`src/rtl/lsu_pkg.sv`:
```
// rtl/lsu_pkg.sv - shared encodings and helpers for the load/store writeback unit
package lsu_pkg;

  // Op type encodings (2'b11 is reserved and handled as ALU)
  localparam logic [1:0] TYPE_ALU   = 2'b00;
  localparam logic [1:0] TYPE_LOAD  = 2'b01;
  localparam logic [1:0] TYPE_STORE = 2'b10;

  // funct3 size/sign encodings
  localparam logic [2:0] F3_B  = 3'b000;
  localparam logic [2:0] F3_H  = 3'b001;
  localparam logic [2:0] F3_W  = 3'b010;
  localparam logic [2:0] F3_BU = 3'b100;
  localparam logic [2:0] F3_HU = 3'b101;

  typedef enum logic [1:0] {
    ST_IDLE = 2'b00,
    ST_REQ  = 2'b01,
    ST_RESP = 2'b10
  } lsu_state_e;

  typedef enum logic [1:0] {
    SZ_B = 2'b00,
    SZ_H = 2'b01,
    SZ_W = 2'b10
  } lsu_size_e;

  // Access size from funct3; unused encodings fall back to word
  function automatic lsu_size_e f3_size(input logic [2:0] f3);
    lsu_size_e sz;
    case (f3)
      F3_B, F3_BU: sz = SZ_B;
      F3_H, F3_HU: sz = SZ_H;
      default:     sz = SZ_W;
    endcase
    return sz;
  endfunction

  // Halfwords need an even address, words a 4-byte aligned one
  function automatic logic is_misaligned(input logic [2:0] f3, input logic [1:0] ofs);
    logic mis;
    case (f3_size(f3))
      SZ_B:    mis = 1'b0;
      SZ_H:    mis = ofs[0];
      default: mis = (ofs != 2'b00);
    endcase
    return mis;
  endfunction

endpackage

```
`src/rtl/lsu_ldext.sv`:
```
// rtl/lsu_ldext.sv - load lane select and sign/zero extension
module lsu_ldext
  import lsu_pkg::*;
(
  input  logic [2:0]  funct3,
  input  logic [1:0]  ofs,
  input  logic [31:0] rdata,
  output logic [31:0] data
);

  logic [31:0] sh;

  // Shift the addressed lane down to bit 0, then extend according to funct3
  always_comb begin
    sh = rdata >> {ofs, 3'b000};
    case (funct3)
      F3_B:    data = {{24{sh[7]}}, sh[7:0]};
      F3_BU:   data = {24'd0, sh[7:0]};
      F3_H:    data = {{16{sh[15]}}, sh[15:0]};
      F3_HU:   data = {16'd0, sh[15:0]};
      default: data = sh;
    endcase
  end

endmodule

```
`src/rtl/lsu_wb.sv`:
```
// rtl/lsu_wb.sv - load/store unit and single register-file writeback source
module lsu_wb
  import lsu_pkg::*;
#(
  parameter int AW = 32,
  parameter int DW = 32
) (
  input  logic          clk,
  input  logic          rst,
  input  logic          exu_lsu_vld,
  output logic          lsu_exu_rdy,
  input  logic [1:0]    exu_lsu_type,
  input  logic [2:0]    exu_lsu_funct3,
  input  logic [AW-1:0] exu_lsu_addr,
  input  logic [DW-1:0] exu_lsu_wdata,
  input  logic [DW-1:0] exu_lsu_alu_res,
  input  logic [4:0]    exu_lsu_rd,
  output logic          lsu_mem_req,
  output logic          lsu_mem_we,
  output logic [AW-1:0] lsu_mem_addr,
  output logic [DW-1:0] lsu_mem_wdata,
  output logic [3:0]    lsu_mem_be,
  input  logic          mem_lsu_gnt,
  input  logic          mem_lsu_rvld,
  input  logic [DW-1:0] mem_lsu_rdata,
  output logic          lsu_rf_wb_vld,
  output logic [4:0]    lsu_rf_wb_addr,
  output logic [DW-1:0] lsu_rf_wb_data,
  output logic          lsu_misalign_err
);

  lsu_state_e  state;
  logic [4:0]  rd_q;
  logic [2:0]  f3_q;
  logic [1:0]  ofs_q;
  logic        is_load_q;

  logic          is_mem;
  logic [1:0]    ofs;
  logic [3:0]    st_be;
  logic [DW-1:0] st_wdata;
  logic [DW-1:0] ld_data;

  assign lsu_exu_rdy = (state == ST_IDLE);
  assign ofs         = exu_lsu_addr[1:0];
  assign is_mem      = (exu_lsu_type == TYPE_LOAD) || (exu_lsu_type == TYPE_STORE);

  // Replicate store data across lanes and pick byte enables from size and offset
  always_comb begin
    st_be    = 4'hF;
    st_wdata = exu_lsu_wdata;
    case (f3_size(exu_lsu_funct3))
      SZ_B: begin
        st_be    = 4'b0001 << ofs;
        st_wdata = {4{exu_lsu_wdata[7:0]}};
      end
      SZ_H: begin
        st_be    = 4'b0011 << ofs;
        st_wdata = {2{exu_lsu_wdata[15:0]}};
      end
      default: begin
        st_be    = 4'hF;
        st_wdata = exu_lsu_wdata;
      end
    endcase
  end

  lsu_ldext u_ldext (
    .funct3 (f3_q),
    .ofs    (ofs_q),
    .rdata  (mem_lsu_rdata),
    .data   (ld_data)
  );

  // Op FSM: accept in IDLE, hold the memory request until grant, write back ALU and load results
  always_ff @(posedge clk or posedge rst) begin
    if (rst) begin
      state            <= ST_IDLE;
      rd_q             <= '0;
      f3_q             <= '0;
      ofs_q            <= '0;
      is_load_q        <= 1'b0;
      lsu_mem_req      <= 1'b0;
      lsu_mem_we       <= 1'b0;
      lsu_mem_addr     <= '0;
      lsu_mem_wdata    <= '0;
      lsu_mem_be       <= '0;
      lsu_rf_wb_vld    <= 1'b0;
      lsu_rf_wb_addr   <= '0;
      lsu_rf_wb_data   <= '0;
      lsu_misalign_err <= 1'b0;
    end else begin
      lsu_rf_wb_vld    <= 1'b0;
      lsu_misalign_err <= 1'b0;
      case (state)
        ST_IDLE: begin
          if (exu_lsu_vld) begin
            if (!is_mem) begin
              // x0 is never written, but the op still completes
              lsu_rf_wb_vld  <= (exu_lsu_rd != 5'd0);
              lsu_rf_wb_addr <= exu_lsu_rd;
              lsu_rf_wb_data <= exu_lsu_alu_res;
            end else if (is_misaligned(exu_lsu_funct3, ofs)) begin
              lsu_misalign_err <= 1'b1;
            end else begin
              rd_q          <= exu_lsu_rd;
              f3_q          <= exu_lsu_funct3;
              ofs_q         <= ofs;
              is_load_q     <= (exu_lsu_type == TYPE_LOAD);
              lsu_mem_req   <= 1'b1;
              lsu_mem_we    <= (exu_lsu_type == TYPE_STORE);
              lsu_mem_addr  <= {exu_lsu_addr[AW-1:2], 2'b00};
              lsu_mem_wdata <= st_wdata;
              lsu_mem_be    <= st_be;
              state         <= ST_REQ;
            end
          end
        end
        ST_REQ: begin
          if (mem_lsu_gnt) begin
            lsu_mem_req <= 1'b0;
            state       <= is_load_q ? ST_RESP : ST_IDLE;
          end
        end
        ST_RESP: begin
          if (mem_lsu_rvld) begin
            lsu_rf_wb_vld  <= (rd_q != 5'd0);
            lsu_rf_wb_addr <= rd_q;
            lsu_rf_wb_data <= ld_data;
            state          <= ST_IDLE;
          end
        end
        default: state <= ST_IDLE;
      endcase
    end
  end

endmodule

```
`config.mk`:
```
export PLATFORM = sky130hd
export DESIGN_NAME = lsu_wb
export DESIGN_NICKNAME = d
export VERILOG_FILES = /design/src/rtl/lsu_pkg.sv /design/src/rtl/lsu_ldext.sv /design/src/rtl/lsu_wb.sv
export SDC_FILE = /design/constraint.sdc
export NUM_CORES = 1
export LEC_CHECK = 0
export BUFFER_PORTS_ARGS = -buffer_cell sky130_fd_sc_hd__buf_2
export CAP_MARGIN = 20
export CORE_MARGIN = 1.5
export CORE_UTILIZATION = 35
export DETAILED_ROUTE_END_ITERATION = 6
export PLACE_DENSITY_LB_ADDON = 0.05
export SLEW_MARGIN = 30
export SYNTH_ARGS = -nofsm -noshare
export SYNTH_HDL_FRONTEND = slang
export SYNTH_SLANG_ARGS = --single-unit
```
`constraint.sdc`:
```
create_clock -name clk -period 9.7 [get_ports clk]
set_input_delay 1.94 -clock clk [delete_from_list [all_inputs] [get_ports clk]]
set_output_delay 1.94 -clock clk [all_outputs]
set_load 0.005 [all_outputs]
```
==> impl_metrics.csv, run 1 <==
group,metric,value,unit
clock_network,cts-htree-levels,4,
synth,synth-edff-count,0,
pwr,design_power_total,1.889,mW
pwr,p_int,1.286,mW
sta,final.hold.worst_slack,473.4,ps
drt,vias_per_cell,5.015,
sta,min_period,4323,ps
synth,post_synth_inst_count,550,
pwr,power.static_leakage,3.687,nW
pwr,comb_power_share,0.292,
die,count_of_standard_cell_rows,47,
global_route,grt_max_degree,70,
setup_path,crit_fanout,69,
clock_network,cts_num_sinks,120,
global_route,grt_first_pass_wirelength,27400,microns
die,fp.dieH,132.8,microns
sta,highest_clock_frequency_the_design_can_meet,231.3,MHz
die,core_area,16520,sq um
pwr,p_clk_frac,0.305,
sta,finalClockSkew,6.857,ps
die,chipWidth,132.8,microns
outcome,status,"completed",
clock_network,ctsResizeCount,0,
synth,synthArstFlopShare,1.000,
global_route,grt_remaining_overflow,0,
synth,proportion_of_netlist_area_held_by_the_largest_area_contributor,0.5090,
pwr,sequential_fraction_of_design_power,0.403,
die,die-area,17640,sq um
global_route,antenna_found_initial,1,
pwr,cellPowerDensity,241.4,nW/um^2
global_route,first_global_vias,5347,
sta,slew_headroom,0.3988,
placement,place.gp.congestion,0.8568,
final_layout,area.growth.synth_to_final,32.64,%
global_route,groute.usage.overall,0.1984,
job,cap_viol_max_count,0,
synth,synth.lib_cells_used.distinct,42,
clock_network,clock_latency,420,ps
sta,finalMaxSlewViolations,0,
synth,ys_seq_elements,120,
sta,count_of_final_setup_violators,0,
pwr,vdd.ir_drop.worst,117.8,uV
synth,largest_cells_by_area_after_synthesis,"sky130_fd_sc_hd__dfrtp_1, sky130_fd_sc_hd__mux2_2, sky130_fd_sc_hd__mux2i_1",
placement,hpwl_detailed,12340,microns
hold_path,hp-class,"reg -> reg",
drt,drcViolationCount,0,
final_layout,final_design_area_no_fill,7825,sq um
sta,report.final.hold_viol_count,0,
synth,ys_seq_area_frac,0.5090,
clock_network,clockRootBuffer,"sky130_fd_sc_hd__clkbuf_16",
synth,area_share_of_fa_ha_maj_cells_after_synthesis,0.004242,
drt,antenna_left,0,
setup_path,timing.critical_path.arrival,4620,ps
placement,placed_cell_area,7272,sq um
clock_network,cts_buffers,17,
synth,synth_top_family_by_area,"multiplexers",
sta,timing_worst_slew_pin_value,898.3,ps
die,num_io_pins,253,
synth,ys.warnings.count,0,
setup_path,endpoint_kind,"register",
die,start_util,0.3570,
synth,ys_dominant_reg_cell,"sky130_fd_sc_hd__dfrtp_1",
clock_network,cts-hold-fix-buffers,0,
synth,synthesis.area_per_instance,10.73,sq um
setup_path,setup.worst_path.start_class,"input port",
sta,final.setup.tns,0,ps
synth,syn_area,5899,sq um
drt,routed-via-count,5105,
synth,post-synth-top-area-cell,"sky130_fd_sc_hd__dfrtp_1",
setup_path,worst-endpoint-required,10000,ps
drt,totalWireLength,17230,microns
synth,post_synth_and_or_nand_nor_area_fraction,0.1213,
final_layout,design.final.nets,929,
placement,placement.io_buffers,250,
sta,setup_repair_after_global_routing_missed_its_margin,"no",
clock_network,cts_setup_buffers,0,
setup_path,setup.worst_path.class,"in -> reg",
drt,first_pass_iters,4,
drt,wl_per_cell,16.93,microns
pwr,swShare,0.3191,
pwr,net-switching-power,0.6028,mW
drt,first_iteration_detailed_routing_drc_count,242,
clock_network,cts_max_path_buffers,2,
synth,post_synth_xor_area_fraction,0,
final_layout,fillerInstances,1617,
final_layout,final_layout_size_suffix_gt1_frac,0.4404,
sta,timing.final.crit_share,0.4457,
clock_network,cts_tree,"done",
synth,synth_mux_area_frac,0.1877,
synth,compound_gate_fraction_of_synth_area,0.1347,
clock_network,clk_pin_slew,60,ps
-- worst paths after layout --
path / from / endpoint / slack, ps / depth (start not counted)
setup / recovery: exu_lsu_funct3[1] / lsu_mem_addr[28]$_DFFE_PP0P_ / 5380 / 5
hold / removal: lsu_mem_wdata[18]$_DFFE_PP0P_ / lsu_mem_wdata[18]$_DFFE_PP0P_ / 470 / 2
setup reg to reg: state[0]$_DFFE_PP0P_ / lsu_rf_wb_data[28]$_DFFE_PP0P_ / 7340 / 4
hold reg to reg: lsu_mem_wdata[18]$_DFFE_PP0P_ / lsu_mem_wdata[18]$_DFFE_PP0P_ / 470 / 2
max in group asynchronous: rst / ofs_q[1]$_DFFE_PP0P_ / 6970 / 3
min in group asynchronous: rst / lsu_mem_addr[24]$_DFFE_PP0P_ / 1640 / 2
-- cells in the mapped netlist, drive strengths merged (10+ instances only) --
cell,number
a211oi,24
a21oi,37
buf,22
clkbuf,19
dfrtp,120
mux2,65
mux2i,33
nand2,68
nor2,59
nor3,18
o21ai,29
o22ai,10
-- final cells by class --
| type | instances | area [sq um] | share of cell area |
|---|---|---|---|
| Inverter | 4 | 17.52 | 0.002239 |
| Timing Repair Buffer | 255 | 1313 | 0.1677 |
| Multi-Input combinational cell | 386 | 2670 | 0.3412 |
| Clock inverter | 12 | 76.32 | 0.009754 |
| Antenna cell | 1 | 2.502 | 0.0003198 |
| Tap cell | 220 | 275.3 | 0.03518 |
| Clock buffer | 20 | 466.7 | 0.05964 |
| Sequential cell | 120 | 3004 | 0.3839 |
-- placed cells by master, fill, tap and decap left out, drive strengths merged, types with 7 or more instances in the layout --
cell type    n
nand2       68
o21ai       29
mux2i       33
dfrtp      120
buf        255
clkbuf      20
mux2        65
a211oi      24
o22ai       10
nor2        59
o211ai       7
nor3        18
a21oi       37
-- per-layer routing --
metal	routed length [microns]	up-vias	global-route usage	share of wire
li1	-	2413	-	-
met1	7119	2456	0.2352	0.41
met2	8351	206	0.3330	0.48
met3	1301	30	0.06245	0.076
met4	457	0	0.08303	0.027
met5	0	-	0	0
-- flip-flops by register name (all words and copies together), names as in the netlist, 2 cells and up --
| name | cells |
|---|---|
| lsu_rf_wb_addr | 5 |
| ofs_q | 2 |
| state | 2 |
| lsu_mem_wdata | 32 |
| rd_q | 5 |
| f3_q | 3 |
| lsu_mem_be | 4 |
| lsu_mem_addr | 30 |
| lsu_rf_wb_data | 32 |
-- power by group through the flow --
stage / Combinational [mW] / Sequential [mW] / Clock [mW]
after global placement: 0.548 / 0.764 / 0
after detailed placement: 0.564 / 0.766 / 0
final: 0.552 / 0.761 / 0.576
after global routing: 0.615 / 0.785 / 0.614
after CTS: 0.563 / 0.762 / 0.591
after floorplan: 0.307 / 0.763 / 0
-- worst max-delay path, cell delays in order --
cell,delay (ps)
sky130_fd_sc_hd__buf_2,510
sky130_fd_sc_hd__a21oi_1,240
sky130_fd_sc_hd__o21ai_4,760
sky130_fd_sc_hd__buf_4,710
sky130_fd_sc_hd__mux2_2,410
-- cells by family (layout without fill, tap and decap cells) --
kind of cell | Yosys count | after routing
buf+inv | 45 | 291
flops | 120 | 120
simple gates | 163 | 163
mux | 100 | 100
compound gates | 119 | 119
fa+ha+maj | 2 | 2
other cells | 1 | 3
-- stage by stage --
step	cells	setup slack, ps	utilization
2_1_floorplan	551	4574	-
3_3_place_gp	984	4977	0.4383
3_5_place_dp	985	4883	0.4401
4_1_cts	1017	5335	0.4729
5_1_grt	1018	5129	0.4735
6_report	1018	5377	0.4735
Power figures use the tool's default switching activity.
==> run 2: changes to the inputs <==
clock period = 4 ns   (was 9.7 ns; I/O delays follow)
==> run 2 against run 1 <==
Net effect:
- worst setup slack got worse by 3800 ps
- global-route usage down 0.29 points
- core utilization increased by 0.81 points
- sequential share of layout area fell by 0.65 points
- non-clock buffer count grew 3
- via count down 0.55%
- clock power grew to 2.9 times the previous value
- worst hold slack got worse by 0.89 ps
- first-iteration DRC count is the same
- cell count up 0.39%
- final area grew 1.7%
- combinational power grew 140%
- critical path type unchanged
==> impl_metrics.csv, run 2 (same netlist as run 1, synthesis figures left out) <==
group,metric,value,unit
outcome,status,"completed",
drt,first_pass_iters,6,
die,chipWidth,132.8,microns
job,cap_viol_max_count,0,
clock_network,cts_max_path_buffers,2,
setup_path,setup.worst_path.start_class,"input port",
global_route,grt_remaining_overflow,0,
clock_network,cts-htree-levels,4,
clock_network,cts_buffers,17,
global_route,groute.usage.overall,0.1955,
clock_network,cts-hold-fix-buffers,0,
die,num_io_pins,253,
sta,highest_clock_frequency_the_design_can_meet,420.8,MHz
sta,finalClockSkew,5.217,ps
setup_path,setup.worst_path.class,"in -> reg",
die,core_area,16520,sq um
sta,finalMaxSlewViolations,0,
sta,final.hold.worst_slack,472.5,ps
setup_path,endpoint_kind,"register",
drt,first_iteration_detailed_routing_drc_count,242,
hold_path,hp-class,"reg -> reg",
sta,report.final.hold_viol_count,0,
pwr,vdd.ir_drop.worst,343.1,uV
drt,totalWireLength,17060,microns
setup_path,worst-endpoint-required,4320,ps
die,die-area,17640,sq um
drt,wl_per_cell,16.70,microns
sta,timing.final.crit_share,0.5941,
drt,antenna_left,0,
sta,postLayoutSetupSlackWorst,1624,ps
placement,hpwl_detailed,12390,microns
clock_network,cts_tree,"done",
setup_path,crit_fanout,28,
pwr,design_power_total,4.875,mW
placement,dpl_worst_slack,1176,ps
final_layout,final_common_cell,"sky130_fd_sc_hd__buf_2",
final_layout,layout_common_cells,"sky130_fd_sc_hd__buf_2, sky130_fd_sc_hd__dfrtp_1, sky130_fd_sc_hd__nand2_1",
sta,final.setup.tns,0,ps
final_layout,area.growth.synth_to_final,34.91,%
clock_network,ctsResizeCount,0,
sta,slew_headroom,0.4112,
pwr,power.static_leakage,3.757,nW
sta,setup_repair_after_global_routing_missed_its_margin,"no",
global_route,grt_first_pass_wirelength,26930,microns
global_route,grt_max_degree,78,
drt,vias_per_cell,4.968,
final_layout,layout.core_utilization,0.4816,
die,fp.dieH,132.8,microns
setup_path,rrSetupSlack,1670,ps
drt,routed-via-count,5077,
global_route,antenna_found_initial,2,
clock_network,clock_latency,410,ps
drt,drcViolationCount,0,
clock_network,clk_pin_slew,60,ps
final_layout,final_layout_size_suffix_gt1_frac,0.4375,
final_layout,design.final.nets,932,
placement,place.gp.congestion,0.8432,
sta,count_of_final_setup_violators,0,
final_layout,biggestRegsByFlops,"lsu_mem_wdata x32, lsu_rf_wb_data x32, lsu_mem_addr x30",
clock_network,clockRootBuffer,"sky130_fd_sc_hd__clkbuf_16",
setup_path,timing.critical_path.arrival,2700,ps
die,start_util,0.3570,
pwr,cellPowerDensity,612.6,nW/um^2
placement,placement.io_buffers,250,
final_layout,fillerInstances,1608,
sta,min_period,2376,ps
sta,timing_worst_slew_pin_value,883.1,ps
global_route,first_global_vias,5169,
die,count_of_standard_cell_rows,47,
clock_network,cts_setup_buffers,0,
clock_network,cts_num_sinks,120,
-- run 2: changes by cell type in the layout (fill, tap and decap cells not counted), moves of 2 or more --
cell                         delta
sky130_fd_sc_hd__clkinv_2       -3
sky130_fd_sc_hd__buf_12         +2
sky130_fd_sc_hd__clkinvlp_4     -2
sky130_fd_sc_hd__buf_4          +3
sky130_fd_sc_hd__bufinv_16      +5
-- run 2: worst paths after layout --
path | start | to | cells after the start
worst max-delay path | exu_lsu_type[0] | lsu_rf_wb_data[10]$_DFFE_PP0P_ | 8
worst min-delay path | lsu_mem_wdata[17]$_DFFE_PP0P_ | lsu_mem_wdata[17]$_DFFE_PP0P_ | 2
worst max register to register | ofs_q[1]$_DFFE_PP0P_ | lsu_rf_wb_data[30]$_DFFE_PP0P_ | 4
worst min register to register | lsu_mem_wdata[17]$_DFFE_PP0P_ | lsu_mem_wdata[17]$_DFFE_PP0P_ | 2
max in group asynchronous | rst | lsu_mem_wdata[27]$_DFFE_PP0P_ | 3
min in group asynchronous | rst | lsu_mem_addr[13]$_DFFE_PP0P_ | 2
-- run 2: routing by layer --
metal | global-route usage | share of wire | vias up
met5 | 0 | 0 | -
met4 | 0.08059 | 0.024 | 0
met3 | 0.06092 | 0.082 | 31
met2 | 0.3328 | 0.49 | 211
met1 | 0.2287 | 0.41 | 2413
li1 | - | - | 2422
-- run 2: stage by stage --
step | instances | area (sq um)
floorplan | 551 | 5903
global placement | 988 | 7297
detailed placement | 988 | 7297
CTS | 1020 | 7950
global route | 1022 | 7959
finish | 1022 | 7959
-- run 2: critical path, cell delays in order --
cell                       delay [ps]
sky130_fd_sc_hd__buf_2             90
sky130_fd_sc_hd__inv_1             40
sky130_fd_sc_hd__ha_1             370
sky130_fd_sc_hd__nand3b_1         180
sky130_fd_sc_hd__a21oi_4          690
sky130_fd_sc_hd__buf_4            330
sky130_fd_sc_hd__nor2_1            60
sky130_fd_sc_hd__o22ai_1          140
-- run 2: final cells by class --
cell class,count,area [sq um],share of cell area
inverter,4,20.02,0.002515
multi-input combinational,386,2665,0.3349
antenna,2,5.005,0.0006288
timing repair buffer,258,1336,0.1679
tap,220,275.3,0.03459
clock buffer,20,456.7,0.05738
sequential,120,3004,0.3775
clock inverter,12,196.4,0.02468
-- run 2: where the power goes --
group / internal (mW) / total, mW / leakage (nW) / switching (mW)
Sequential: 1.60 / 1.86 / 1.41 / 0.257
Clock: 1.14 / 1.69 / 0.312 / 0.550
Combinational: 0.681 / 1.33 / 2.03 / 0.646
==> run 3: changes to the inputs <==
clock period = 2.39 ns   (was 4 ns; I/O delays follow)
==> run 3 against run 2 <==
Net effect:
- critical path depth decreased by 3
- clock skew increased by 4.5 ps
- worst setup slack worse by 1200 ps
- sequential power rose by 65%
- core utilization rose by 0.23 points
- combinational power increased by 72%
- count of clock-buffer cells in the layout increased by 1
- via count is 0.81% higher
- non-clock buffer count rose by 9
- routed wire length is 1.4% lower
- critical path type is now reg -> reg
- critical endpoint is now lsu_rf_wb_data[31]$_DFFE_PP0P_
- largest power group unchanged
==> impl_metrics.csv, run 3 (same netlist as run 1, synthesis figures left out) <==
group,metric,value,unit
setup_path,worst-endpoint-required,2660,ps
placement,placement.io_buffers,250,
pwr,vdd.ir_drop.worst,520.9,uV
final_layout,design.final.nets,941,
sta,final.setup.tns,0,ps
sta,setup_repair_after_global_routing_missed_its_margin,"no",
drt,wl_per_cell,16.37,microns
setup_path,endpoint_kind,"register",
drt,first_iteration_detailed_routing_drc_count,186,
die,num_io_pins,253,
setup_path,setup.worst_path.class,"reg -> reg",
final_layout,final_common_cell,"sky130_fd_sc_hd__buf_2",
sta,highest_clock_frequency_the_design_can_meet,512.9,MHz
setup_path,setup.worst_path.start_class,"register",
final_layout,layout_common_cells,"sky130_fd_sc_hd__buf_2, sky130_fd_sc_hd__dfrtp_1, sky130_fd_sc_hd__nand2_1",
sta,timing_worst_slew_pin_value,680.2,ps
final_layout,biggestRegsByFlops,"lsu_mem_wdata x32, lsu_rf_wb_data x32, lsu_mem_addr x30",
pwr,cellPowerDensity,995.7,nW/um^2
setup_path,worst_path_cell_trace,"mux4_2 > a2bb2oi_1 > a21oi_4 > buf_4 > a211oi_1",
clock_network,cts_tree,"done",
sta,finalClockSkew,9.744,ps
drt,routed-via-count,5118,
clock_network,clock_latency,410,ps
die,core_area,16520,sq um
setup_path,timing.critical_path.arrival,2220,ps
die,chipWidth,132.8,microns
drt,totalWireLength,16830,microns
global_route,first_global_vias,5299,
pwr,power.static_leakage,3.789,nW
hold_path,hp-class,"in -> async",
sta,finalMaxSlewViolations,0,
clock_network,clk_pin_slew,60,ps
sta,count_of_final_setup_violators,0,
clock_network,cts-htree-levels,4,
job,cap_viol_max_count,0,
clock_network,clockRootBuffer,"sky130_fd_sc_hd__clkbuf_16",
global_route,antenna_found_initial,1,
setup_path,worst-r2r-cell-count,5,
global_route,grt_max_degree,73,
sta,final.hold.worst_slack,156.8,ps
drt,drcViolationCount,0,
outcome,status,"completed",
die,die-area,17640,sq um
drt,first_pass_iters,4,
global_route,grt_first_pass_wirelength,26970,microns
sta,min_period,1950,ps
setup_path,crit_fanout,16,
clock_network,cts_buffers,17,
clock_network,cts_setup_buffers,0,
global_route,grt_remaining_overflow,0,
final_layout,final_layout_size_suffix_gt1_frac,0.4417,
clock_network,cts-hold-fix-buffers,0,
sta,report.final.hold_viol_count,0,
sta,slew_headroom,0.5449,
final_layout,area.growth.synth_to_final,35.57,%
global_route,groute.usage.overall,0.1957,
sta,timing.final.crit_share,0.8158,
clock_network,ctsResizeCount,0,
clock_network,cts_max_path_buffers,2,
placement,place.gp.congestion,0.8391,
setup_path,critPathSlowestCell,"sky130_fd_sc_hd__dfrtp_1",
die,count_of_standard_cell_rows,47,
setup_path,timing.critical_path.slowest_cell_delay,540,ps
drt,vias_per_cell,4.979,
drt,antenna_left,0,
placement,hpwl_detailed,12370,microns
die,start_util,0.3570,
die,fp.dieH,132.8,microns
clock_network,cts_num_sinks,120,
[run 3: changes by cell type in the layout (fill, tap and decap cells not counted)]
cell and change:
sky130_fd_sc_hd__clkbuf_1 -1, sky130_fd_sc_hd__bufinv_16 -2, sky130_fd_sc_hd__clkinv_4 +1, sky130_fd_sc_hd__clkbuf_8 +2, sky130_fd_sc_hd__buf_4 +7, sky130_fd_sc_hd__dfrtp_2 -1, sky130_fd_sc_hd__buf_12 +2, sky130_fd_sc_hd__dfrtp_1 +1
sky130_fd_sc_hd__clkinvlp_4 -1, sky130_fd_sc_hd__inv_6 -2
[run 3: area by class of cell]
cell class	count	area, sq um
antenna	2	5.005
clock buffer	21	480.5
clock inverter	8	121.4
fill	1594	8527
inverter	4	18.77
multi-input combinational	386	2665
sequential	120	3003
tap	220	275.3
timing repair buffer	267	1429
[run 3: report_power, final]
part	internal, mW	total, mW	switching (mW)	leakage, nW
combinational	1.17	2.29	1.11	2.08
sequential	2.69	3.07	0.383	1.41
clock	1.73	2.61	0.879	0.297
[run 3: path summary, 6_finish.rpt]
| path | start | slack, ps | to |
|---|---|---|---|
| max in group asynchronous | rst | 1500 | lsu_rf_wb_data[6]$_DFFE_PP0P_ |
| setup reg to reg | ofs_q[1]$_DFFE_PP0P_ | 440 | lsu_rf_wb_data[31]$_DFFE_PP0P_ |
| min in group clk | exu_lsu_addr[31] | 280 | lsu_mem_addr[31]$_DFFE_PP0P_ |
| hold reg to reg | lsu_mem_wdata[29]$_DFFE_PP0P_ | 470 | lsu_mem_wdata[29]$_DFFE_PP0P_ |
| setup / recovery | ofs_q[1]$_DFFE_PP0P_ | 440 | lsu_rf_wb_data[31]$_DFFE_PP0P_ |
| hold / removal | rst | 160 | lsu_rf_wb_data[28]$_DFFE_PP0P_ |
[run 3: metrics by stage]
stage	power, mW	instance area, sq um	cells	setup WS, ps	util
final	7.963	7998	1028	440.3	0.4840
after global routing	8.465	7995	1027	260.5	0.4838
after CTS	8.079	7993	1026	427.9	0.4837
after detailed placement	5.425	7391	997	167.7	0.4473
after global placement	5.368	7391	997	205.3	0.4473
after floorplan	4.344	5907	551	382.2	-
[run 3: per-layer routing]
metal / share of wire / vias up / global-route usage
met2: 0.49 / 207 / 0.3290
met5: 0 / - / 0
met3: 0.077 / 29 / 0.05709
li1: - / 2436 / -
met4: 0.025 / 0 / 0.07998
met1: 0.41 / 2446 / 0.2351
[run 3: critical path, delay by kind of cell, from the launching register on]
| family | cells | cell delay [ps] |
|---|---|---|
| compound gates | 3 | 450 |
| buf+inv | 1 | 270 |
| flops | 1 | 540 |
| mux | 1 | 540 |
